[config.mk]
export PLATFORM = sky130hd
export DESIGN_NAME = uart_tx_fifo
export DESIGN_NICKNAME = d
export VERILOG_FILES = /design/src/rtl/uart_tx_fifo.sv
export SDC_FILE = /design/constraint.sdc
export NUM_CORES = 1
export LEC_CHECK = 0
export ABC_AREA = 1
export CORE_MARGIN = 2
export CORE_UTILIZATION = 25
export CTS_BUF_LIST = sky130_fd_sc_hd__clkbuf_4
export DETAILED_ROUTE_END_ITERATION = 16
export GPL_TIMING_DRIVEN = 0
export SYNTH_ARGS = -nofsm -noshare
export SYNTH_HDL_FRONTEND = slang
export SYNTH_SLANG_ARGS = --single-unit
export TNS_END_PERCENT = 20
[constraint.sdc]
create_clock -name clock -period 2.55 [get_ports clock]
set_input_delay 0.255 -clock clock [delete_from_list [all_inputs] [get_ports clock]]
set_output_delay 0.255 -clock clock [all_outputs]
set_load 0.005 [all_outputs]
[src/rtl/uart_tx_fifo.sv]
// Buffered 8N1 serial transmitter fed by single-cycle byte pushes from the write decode.
// Latency: a byte pushed into an idle, empty block is popped one cycle later, and the start bit begins then.
// Backpressure: none; a push while full without a same-cycle pop is dropped and sets sticky overflow.
module uart_tx_fifo #(
    parameter int DIV        = 16,
    parameter int FIFO_DEPTH = 16,
    parameter int AW         = 4
) (
    input  logic          clock,
    input  logic          reset,
    input  logic          wvalid,
    input  logic [7:0]    wdata,
    output logic          uart_tx,
    output logic          busy,
    output logic          empty,
    output logic          full,
    output logic [AW:0]   level,
    output logic          overflow
);

    typedef enum logic [1:0] {IDLE, START, DATA, STOP} state_t;

    state_t        state;
    logic [7:0]    sr;
    logic [2:0]    bit_cnt;
    logic [15:0]   baud_cnt;
    logic          baud_end;
    logic          pop;
    logic          push;

    logic [7:0]    mem [FIFO_DEPTH];
    logic [AW-1:0] wr_ptr;
    logic [AW-1:0] rd_ptr;
    logic [7:0]    head_dat;

    assign baud_end = (baud_cnt == 16'(DIV - 1));
    // Pops only happen from IDLE or on the final cycle of a STOP bit.
    assign pop      = !empty && ((state == IDLE) || ((state == STOP) && baud_end));
    assign push     = wvalid && (!full || pop);
    assign head_dat = mem[rd_ptr];
    assign empty    = (level == '0);
    assign full     = (level == (AW+1)'(FIFO_DEPTH));
    assign busy     = (state != IDLE);

    always_ff @(posedge clock or posedge reset) begin
        if (reset) begin
            wr_ptr   <= '0;
            rd_ptr   <= '0;
            level    <= '0;
            overflow <= 1'b0;
        end else begin
            if (push)
                wr_ptr <= wr_ptr + 1'b1;
            if (pop)
                rd_ptr <= rd_ptr + 1'b1;
            level <= level + {{AW{1'b0}}, push} - {{AW{1'b0}}, pop};
            if (wvalid && !push)
                overflow <= 1'b1;
        end
    end

    // Storage is not reset; the pointers and level define what is valid.
    // When full with a concurrent pop, wr_ptr == rd_ptr and the head is read before it is overwritten.
    always_ff @(posedge clock) begin
        if (push)
            mem[wr_ptr] <= wdata;
    end

    always_ff @(posedge clock or posedge reset) begin
        if (reset) begin
            state    <= IDLE;
            uart_tx  <= 1'b1;
            sr       <= '0;
            bit_cnt  <= '0;
            baud_cnt <= '0;
        end else begin
            case (state)
                IDLE: begin
                    if (pop) begin
                        sr       <= head_dat;
                        uart_tx  <= 1'b0;
                        baud_cnt <= '0;
                        state    <= START;
                    end
                end
                START: begin
                    if (baud_end) begin
                        uart_tx  <= sr[0];
                        bit_cnt  <= '0;
                        baud_cnt <= '0;
                        state    <= DATA;
                    end else begin
                        baud_cnt <= baud_cnt + 16'd1;
                    end
                end
                DATA: begin
                    if (baud_end) begin
                        baud_cnt <= '0;
                        if (bit_cnt == 3'd7) begin
                            uart_tx <= 1'b1;
                            state   <= STOP;
                        end else begin
                            sr      <= {1'b0, sr[7:1]};
                            uart_tx <= sr[1];
                            bit_cnt <= bit_cnt + 3'd1;
                        end
                    end else begin
                        baud_cnt <= baud_cnt + 16'd1;
                    end
                end
                STOP: begin
                    if (baud_end) begin
                        baud_cnt <= '0;
                        if (pop) begin
                            sr      <= head_dat;
                            uart_tx <= 1'b0;
                            state   <= START;
                        end else begin
                            state   <= IDLE;
                        end
                    end else begin
                        baud_cnt <= baud_cnt + 16'd1;
                    end
                end
                default: state <= IDLE;
            endcase
        end
    end

endmodule

# Yosys cells after proc, flatten, opt, wreduce, memory -nomap -nowiden
# Memories as Yosys holds them, arrays and structs flattened.
# Index checks and enable logic that the tools add are counted.
word_totals:
  out_inout_bits: 10
  word_cells: 74
  memories: 1
  in_bits: 11
  mem_bits_rw: 128
  ff_bits: 44
mem_list:
  columns: ["memory", "depth", "word_bits", "rd", "rd_clocked_by_memory_dff", "write_ports", "line", "source"]
  rows:
  - ["mem", 16, 8, 1, 0, 1, "31", "logic [7:0] mem [FIFO_DEPTH];"]
classes:
  eq_ne: 12
  n_addsub: 6
  reduce_logical: 19
  muxes: 27
ops:
  columns: ["cell", "n"]
  rows:
  - ["16-bit 2-to-1 mux", 2]
  - ["8-bit 2-to-1 mux", 4]
  - ["16-bit case mux with 2 select lines", 1]
  - ["8-bit case mux with 3 select lines", 1]
  - ["16-bit by 1-bit adder with 16-bit output, second input constant", 1]
  - ["16-bit by 4-bit equality test with 1-bit output, second input constant", 1]
  - ["2-bit != test, second input constant", 6]
  - ["2-bit 2-to-1 mux", 5]
  - ["3-bit 2-to-1 mux", 3]
  - ["4-bit by 1-bit adder with 4-bit output, second input constant", 2]
  - ["1-bit 2-to-1 mux", 8]
  - ["2-bit case mux with 4 select lines", 1]
  - ["4-bit AND reduction", 2]
  - ["3-bit case mux with 2 select lines", 1]
  - ["5-bit by 1-bit adder with 5-bit output", 1]
  - ["5-bit equality test, second input constant", 1]
  - ["5-bit logical NOT", 1]
  - ["5-bit AND reduction", 1]
  - ["5-bit by 1-bit subtractor with 5-bit output", 1]
  - ["2-bit equality test, second input constant", 2]
  - ["1-bit logical AND", 4]
  - ["1-bit case mux with 4 select lines", 1]
  - ["2-bit nonzero test", 2]
  - ["3-bit by 1-bit adder with 3-bit output, second input constant", 1]
  - ["8 further kinds", 11]

# Longest topological paths before layout
# Gate-level depths: netlist of run 1.
depth:
  word_depth: 8
  depth_mapped: 14
  mapped_depth_nobuf: 14

# Least setup slack after synthesis of run 1
# No wires, ideal clock.
synth_path:
  path_type: "flip-flop to flip-flop"
  start: "register baud_cnt[0]"
  end: "register level[4]"
  slack_ns: 0.061
  n_path_buf: 1
  arrival_ns: 2.409
  required_time_ns: 2.471
  path_stages_with_launch: 15
  cell_sequence: "dfrtp_1 -> ha_1 -> nand3_2 -> nor2_2 -> nand2_2 -> nand2_4 -> nand3_4 -> buf_6 -> or2_4 -> nand2_2 -> ha_1 -> inv_1 -> fa_1 -> o21ai_0 -> xor2_1"
synth_between:
  elab_chain_cells: 8
synth_lines:
  columns: ["element", "line", "source"]
  rows:
  - ["start, declared", "26", "logic [15:0] baud_cnt;"]
  - ["start signal, assigned", "93", "baud_cnt <= baud_cnt + 16'd1;"]
  - ["start signal, assigned", "108", "baud_cnt <= baud_cnt + 16'd1;"]
  - ["start signal, assigned", "122", "baud_cnt <= baud_cnt + 16'd1;"]
  - ["16-bit by 4-bit equality test with 1-bit output (*)", "36", "assign baud_end = (baud_cnt == 16'(DIV - 1));"]
  - ["1-bit logical AND (*)", "38", "assign pop = !empty && ((state == IDLE) || ((state == STOP) && baud_end));"]
  - ["1-bit logical OR (*)", "38", null]
  - ["1-bit logical AND (*)", "38", null]
  - ["1-bit logical OR", "39", "assign push = wvalid && (!full || pop);"]
  - ["1-bit logical AND", "39", null]
  - ["5-bit by 1-bit adder with 5-bit output", "56", "level <= level + {{AW{1'b0}}, push} - {{AW{1'b0}}, pop};"]
  - ["5-bit by 1-bit subtractor with 5-bit output (*)", "56", null]
  - ["end signal, assigned", "56", null]
  - ["end, declared", "17", "output logic [AW:0] level,"]
# Mark *: on every way between the ends. The rest lies on a longest branch, timed or not.
# A chain may end at the register's enable or synchronous reset.

# Worst setup path after layout of run 1
layout_path:
  start: "register baud_cnt[9]"
  end: "register level[4]"
# The elaborated chain is that of the path after synthesis.

==> flow_summary_export.csv, run 1 <==
group,metric,value,unit
route,wirelength,19000,um
timing,finalClockSkew,0.0328,ns
clock_tree,cts_buffer_depth,2,
timing,setup_viol,0,
power,p_clk_share,26.9,%
synthesis,yosysTopAreaCellShare,46.7,%
timing,max_freq,403,MHz
layout,final_nets,986,
synthesis,synth-seq-area-share,60.1,%
setup_path,r2r_start,"baud_cnt[9]$_DFFE_PP0P_",
route,drc_errors,0,
synthesis,syn_nets,928,
synthesis,ys_ff_latch,172,
power,power.total,5.97,mW
hold_path,holdPathStages,3,
hold_path,min_from,"wvalid",
synthesis,syn_area,0.00823,mm2
synthesis,syn_inst,897,
layout,final_cells,1411,
timing,hold_violations,0,
synthesis,yosys_warnings,0,
synthesis,synthSimpleGateAreaFrac,24.1,%
synthesis,synth_ff_type,"edfxtp_1",
clock_tree,cts_buffers,17,
clock_tree,htree_levels,4,
clock_tree,cts-root-buf,"clkbuf_4",
synthesis,synth_cell_type_count,37,
clock_tree,cts_tree,"yes",
timing,setup_tns,0,ns
layout,fillers,3373,
route,viasPerCell,4.21,
placed_design,dp_hpwl,13000,um
power,peakVddDrop,0.000347,V
timing,slew_headroom,49.3,%
synthesis,synth_fa_ha_area_share,3.13,%
grt,grt-ovfl-total,0,
timing,maxSlewViolCount,0,
synthesis,synth_area_leaders,"edfxtp_1 (47%), nand2_1 (14%), dfrtp_1 (13%)",
power,p_int,4.14,mW
power,p_sw,1.83,mW
synthesis,synth_top_family_by_area,"simple AND/OR/NAND/NOR gates",
power,p_sw_share,30.7,%
grt,grt_start_max_net_pins,28,
setup_path,critPathLaunchType,"register",
synthesis,syn_area_per_cell,9.18,um2
setup_path,rr_worst_depth,14,
power,power_leakage,4.17,nW
floorplanning,core_area,0.0325,mm2
power,p_seq_share,56.6,%
setup_path,path_max_fanout,4,
hold_path,min_path_type,"in2reg",
synthesis,synthTopCellsByCount,"nand2_1 (308), inv_1 (136), edfxtp_1 (128)",
synthesis,synth_compound_area_share,3.10,%
synthesis,synthMuxAreaShare,0.122,%
clock_tree,clk_pin_slew,0.17,ns
route,routed-via-count,5945,
synthesis,yosysMostFrequentCell,"nand2_1",
setup_path,required,3.06,ns
timing,tightest_slew,0.759,ns
timing,fin_crit,2.48,ns
floorplanning,rows,66,
floorplanning,fp.dieArea,0.0344,mm2
floorplanning,die_width,185,um
clock_tree,clock_sinks,172,
synthesis,synth_enable_flop_cells,128,
setup_path,critical_path_arrival,2.99,ns
layout,finish.utilization,29.5,%
layout,layout-drive-gt1-share,12.6,%
status,status,"completed",
hold_path,holdPathEnd,"wr_ptr[3]$_DFFE_PP0P_",
route,first_pass_iters,4,
synthesis,synth_xor_area_share,1.06,%
setup_path,cp-end-kind,"register",
floorplanning,die_y,185,um
setup_path,critPathKind,"reg2reg",
power,powerDensity,624,mW/mm2
placed_design,dp.cells,1360,
placed_design,port_buffers,20,
route,initialDrtViolationCount,365,
layout,area_growth,16.1,%
grt,grt_pass1_wl,30200,um
setup_path,r2r_setup_slack,0.07,ns
route,ant_nets,0,
power,p_comb_share,16.6,%
grt,antenna_found_initial,1,
timing,rsz0062_at_grt,"yes",
grt,track_usage,11.4,%
synthesis,synth_top_area_cell,"edfxtp_1",
grt,grt_pass1_vias,5790,
route,wire_per_inst,13.5,um
floorplanning,start_util,25.4,%
clock_tree,clk_latency,0.59,ns
synthesis,async_reset_ff_share,25.6,%
floorplanning,boundaryPins,21,
timing,post-route-period-util,97.2,%
setup_path,r2r_end,"level[4]$_DFF_PP0_",
run,drv_cap,0,
placed_design,place_congestion,0.821,
==> cell families after synthesis <==
logic type | Yosys count
AOI/OAI and AO/OA | 47
xor gates and xnor gates | 10
and+or+nand+nor | 475
DFF | 172
adders and majority gates | 20
muxes | 1
buffers and inverters | 172
==> sequential cells by signal (all words and copies together), names as in the netlist <==
signal / flops
state: 2
level: 5
wr_ptr: 4
uart_tx: 1
baud_cnt: 16
rd_ptr: 4
mem: 128
overflow: 1
sr: 8
bit_cnt: 3
==> cells in the final DEF, fill, tap and decap left out, types with 19 or more instances in the layout <==
cell type / instances
edfxtp_1: 128
inv_1: 133
o21ai_0: 28
dfrtp_1: 41
clkdlybuf4s50_1: 20
nand2_1: 306
nor2_1: 31
buf_4: 19
nor2_2: 22
nand3_1: 94
==> worst max path at each step <==
stage,start,endpoint,slack [ns],depth (start not counted)
after global placement,state[0]$_DFFE_PP0P_,level[4]$_DFF_PP0_,-0.28,13
after global routing,baud_cnt[9]$_DFFE_PP0P_,level[4]$_DFF_PP0_,-0.09,14
after CTS,baud_cnt[0]$_DFFE_PP0P_,level[4]$_DFF_PP0_,-0.06,14
final,baud_cnt[9]$_DFFE_PP0P_,level[4]$_DFF_PP0_,0.07,14
after floorplan,baud_cnt[0]$_DFFE_PP0P_,level[4]$_DFF_PP0_,0.06,14
after detailed placement,state[0]$_DFFE_PP0P_,level[4]$_DFF_PP0_,-0.31,13
==> layer usage <==
layer	routed length (um)	up-vias	track usage, %	share of wire [%]
met5	0	-	0	0
met4	427	0	4.41	2.2
met3	983	27	2.37	5.2
met2	9420	151	19.8	50
met1	8170	2791	14.0	43
li1	-	2976	-	-
==> power by group through the flow <==
stage / clock [mW] / combinational [mW] / sequential (mW)
after floorplan: 0 / 0.600 / 3.42
after global placement: 0 / 0.909 / 3.43
after detailed placement: 0 / 0.940 / 3.44
after CTS: 1.65 / 0.990 / 3.38
after global routing: 1.75 / 1.12 / 3.40
final: 1.60 / 0.990 / 3.38
==> critical path, cell delays in order (launching register included) <==
cell,delay (ns)
dfrtp_1,0.46
nor2_2,0.16
nand2_1,0.08
nor2_2,0.14
nand2_2,0.09
nand2_4,0.09
nand3_4,0.08
buf_8,0.13
or2_4,0.23
nand2_2,0.06
ha_2,0.17
inv_1,0.06
fa_2,0.37
o21ai_2,0.14
xor2_1,0.14
==> cell type report <==
type | instances | area [um2] | share of cell area (%)
Tap cell | 442 | 553 | 5.78
Clock buffer | 18 | 135 | 1.41
Multi-Input combinational cell | 553 | 2700 | 28.3
Buffer | 32 | 164 | 1.71
Timing Repair Buffer | 39 | 358 | 3.74
Clock inverter | 14 | 165 | 1.73
Sequential cell | 172 | 4950 | 51.8
Antenna cell | 1 | 2.50 | 0.0262
Inverter | 140 | 531 | 5.55
==> timing repair <==
action | in CTS | in global routing
pin swaps | 1 | 5
endpoints found under the setup margin | 131 | 40
hold endpoints to repair | 16 | 0
setup buffers | 1 | 16
hold buffers | 1 | 0
gates resized for setup | 24 | 14
==> per-stage QoR <==
| step | hold WS (ns) | worst slack [ns] | instance area (um2) |
|---|---|---|---|
| 4_1_cts | 0.443 | -0.0600 | 9390 |
| 3_3_place_gp | 0.459 | -0.277 | 8990 |
| 5_1_grt | 0.486 | -0.0864 | 9560 |
| 2_1_floorplan | 0.354 | 0.0614 | 8230 |
| 3_5_place_dp | 0.460 | -0.312 | 9010 |
| 6_report | 0.484 | 0.0707 | 9560 |
Power figures use the tool's default switching activity.
==> run 2, diff against run 1 <==
--- a/config.mk
+++ b/config.mk
@@ -9,6 +9,7 @@
 export CORE_MARGIN = 2
 export CORE_UTILIZATION = 25
 export CTS_BUF_LIST = sky130_fd_sc_hd__clkbuf_4
+export CTS_CLUSTER_DIAMETER = 30
 export DETAILED_ROUTE_END_ITERATION = 16
 export GPL_TIMING_DRIVEN = 0
 export SYNTH_ARGS = -nofsm -noshare
==> constraint.sdc (replaced) <==
create_clock -name clock -period 2.55 [get_ports clock]
set_input_delay 0.51 -clock clock [delete_from_list [all_inputs] [get_ports clock]]
set_output_delay 0.51 -clock clock [all_outputs]
set_load 0.005 [all_outputs]
==> run 2 against run 1 <==
Effect of this change: fmax up 1.1%; critical endpoint unchanged; sequential power about the same; cell count about the same; worst hold slack worse by 0.26 ns; count of clock-buffer cells in the layout stayed put; cell area rose by 0.14%; non-clock buffer count shrank 1; via count hardly changed; register-to-register slack improved by 0.03 ns; sequential share of layout area is 0.074 points lower.
==> flow_summary_export.csv, run 2 (same netlist as run 1, synthesis figures left out) <==
group,metric,value,unit
layout,largest_register_ffs,128,
clock_tree,cts-root-buf,"clkbuf_4",
timing,maxSlewViolCount,0,
layout,design_area,0.00957,mm2
grt,grt_start_max_net_pins,28,
route,first_pass_iters,4,
layout,mostFrequentLayoutCells,"nand2_1 (306), inv_1 (130), edfxtp_1 (128)",
setup_path,cp-end-kind,"register",
floorplanning,fp.dieArea,0.0344,mm2
setup_path,cp_slowest_cell,"dfrtp_1",
clock_tree,clk_latency,0.60,ns
status,status,"completed",
timing,max_freq,408,MHz
layout,largest_registers,"mem x128, baud_cnt x16, sr x8",
route,wirelength,19200,um
timing,fin_crit,2.45,ns
route,ant_nets,0,
timing,hold_violations,0,
clock_tree,htree_levels,4,
placed_design,place_congestion,0.821,
layout,layout-drive-gt1-share,13.0,%
grt,antenna_found_initial,1,
setup_path,cpPeakStageDelay,0.44,ns
floorplanning,boundaryPins,21,
timing,finalClockSkew,0.0384,ns
layout,area_growth,16.3,%
floorplanning,start_util,25.4,%
layout,final_common_cell,"nand2_1",
setup_path,r2r_start,"baud_cnt[0]$_DFFE_PP0P_",
floorplanning,rows,66,
timing,tightest_slew,0.768,ns
grt,grt-ovfl-total,0,
placed_design,port_buffers,20,
route,initialDrtViolationCount,380,
route,routed-via-count,5950,
clock_tree,cts_buffer_depth,2,
setup_path,critPathKind,"reg2reg",
floorplanning,core_area,0.0325,mm2
hold_path,min_path_type,"in2async",
setup_path,path_max_fanout,4,
timing,setup_tns,0,ns
route,viasPerCell,4.22,
setup_path,required,3.07,ns
clock_tree,clk_pin_slew,0.18,ns
timing,worst_slack,0.0976,ns
power,powerDensity,629,mW/mm2
placed_design,place_ws,-0.312,ns
clock_tree,hold_buffers,0,
power,power.total,6.02,mW
setup_path,path_cells,"ha_4 > nand3_4 > nor2_4 > nand2_2 > nand2_4 > nand3_4 > buf_8 > or2_4 > nand2_2 > ha_4 > inv_2 > fa_2 > o21ai_2 > xor2_1",
power,power_leakage,4.20,nW
floorplanning,die_width,185,um
clock_tree,clock_sinks,172,
grt,grt_pass1_wl,30200,um
power,peakVddDrop,0.000348,V
timing,fin_hold_ws,0.223,ns
route,wire_per_inst,13.6,um
route,drc_errors,0,
timing,post-route-period-util,96.2,%
layout,regMostFlops,"mem",
setup_path,critical_path_arrival,2.97,ns
clock_tree,cts_buffers,17,
setup_path,critPathLaunchType,"register",
placed_design,dp_hpwl,13000,um
timing,slew_headroom,48.6,%
clock_tree,cts_tree,"yes",
layout,final_nets,985,
grt,track_usage,11.4,%
setup_path,startpoint,"baud_cnt[0]$_DFFE_PP0P_",
floorplanning,die_y,185,um
grt,grt_pass1_vias,5793,
setup_path,rr_worst_depth,14,
placed_design,post_dp_cell_area,0.00901,mm2
run,drv_cap,0,
timing,setup_viol,0,
==> run 2: cell types whose count changed in the layout (fill, tap and decap cells not counted), moves of 2 or more <==
cell	change
inv_2	+3
inv_1	-3
clkdlybuf4s50_1	-2
dlymetal6s2s_1	+2
==> run 2: repair_timing <==
action	4_1_cts	5_1_grt
resized for setup	27	19
pin swaps	1	3
gates cloned	0	0
buffers inserted	2	15
setup endpoints to repair	134	41
==> run 2: final timing paths <==
| path | endpoint | slack (ns) |
|---|---|---|
| worst max-delay path | level[4]$_DFF_PP0_ | 0.1 |
| worst min-delay path | baud_cnt[10]$_DFFE_PP0P_ | 0.22 |
| worst max register to register | level[4]$_DFF_PP0_ | 0.1 |
| worst min register to register | overflow$_DFFE_PP0P_ | 0.49 |
| max in group asynchronous | baud_cnt[3]$_DFFE_PP0P_ | 1.79 |
| min in group clock | overflow$_DFFE_PP0P_ | 0.49 |
==> run 2: power breakdown <==
part	internal, mW	switching (mW)	leakage [nW]	total, mW
Sequential	3.27	0.120	1.72	3.39
Combinational	0.413	0.616	2.32	1.03
Clock	0.475	1.13	0.163	1.61
==> run 2: layer usage <==
metal	routed length [um]	share of wire (%)	global-route usage (%)
met4	426	2.2	4.41
met3	934	4.9	2.37
met1	8270	43	14.0
met2	9530	50	19.8
met5	0	0	0
==> run 2: area by class of cell <==
class / instances / area (um2)
tap: 442 / 553
buffer: 32 / 164
clock buffer: 18 / 135
clock inverter: 14 / 165
sequential: 172 / 4950
multi-input combinational: 553 / 2720
timing repair buffer: 38 / 353
fill: 3372 / 22900
antenna: 1 / 2.50
inverter: 140 / 531
==> run 2: stage by stage <==
stage / cells / util [%]
CTS: 1394 / 28.9
detailed placement: 1360 / 27.8
global route: 1410 / 29.5
floorplan: 897 / -
global placement: 1359 / 27.7
finish: 1410 / 29.5
==> run 2: critical path: cells and delay by family, from the launching register on <==
family	cells	cell delay (ns)
XOR/XNOR	1	0.14
buffers and inverters	2	0.17
adder cells (fa/ha/maj)	3	0.68
flip-flops	1	0.44
AND/OR/NAND/NOR	7	0.79
AO/OA/AOI/OAI	1	0.14
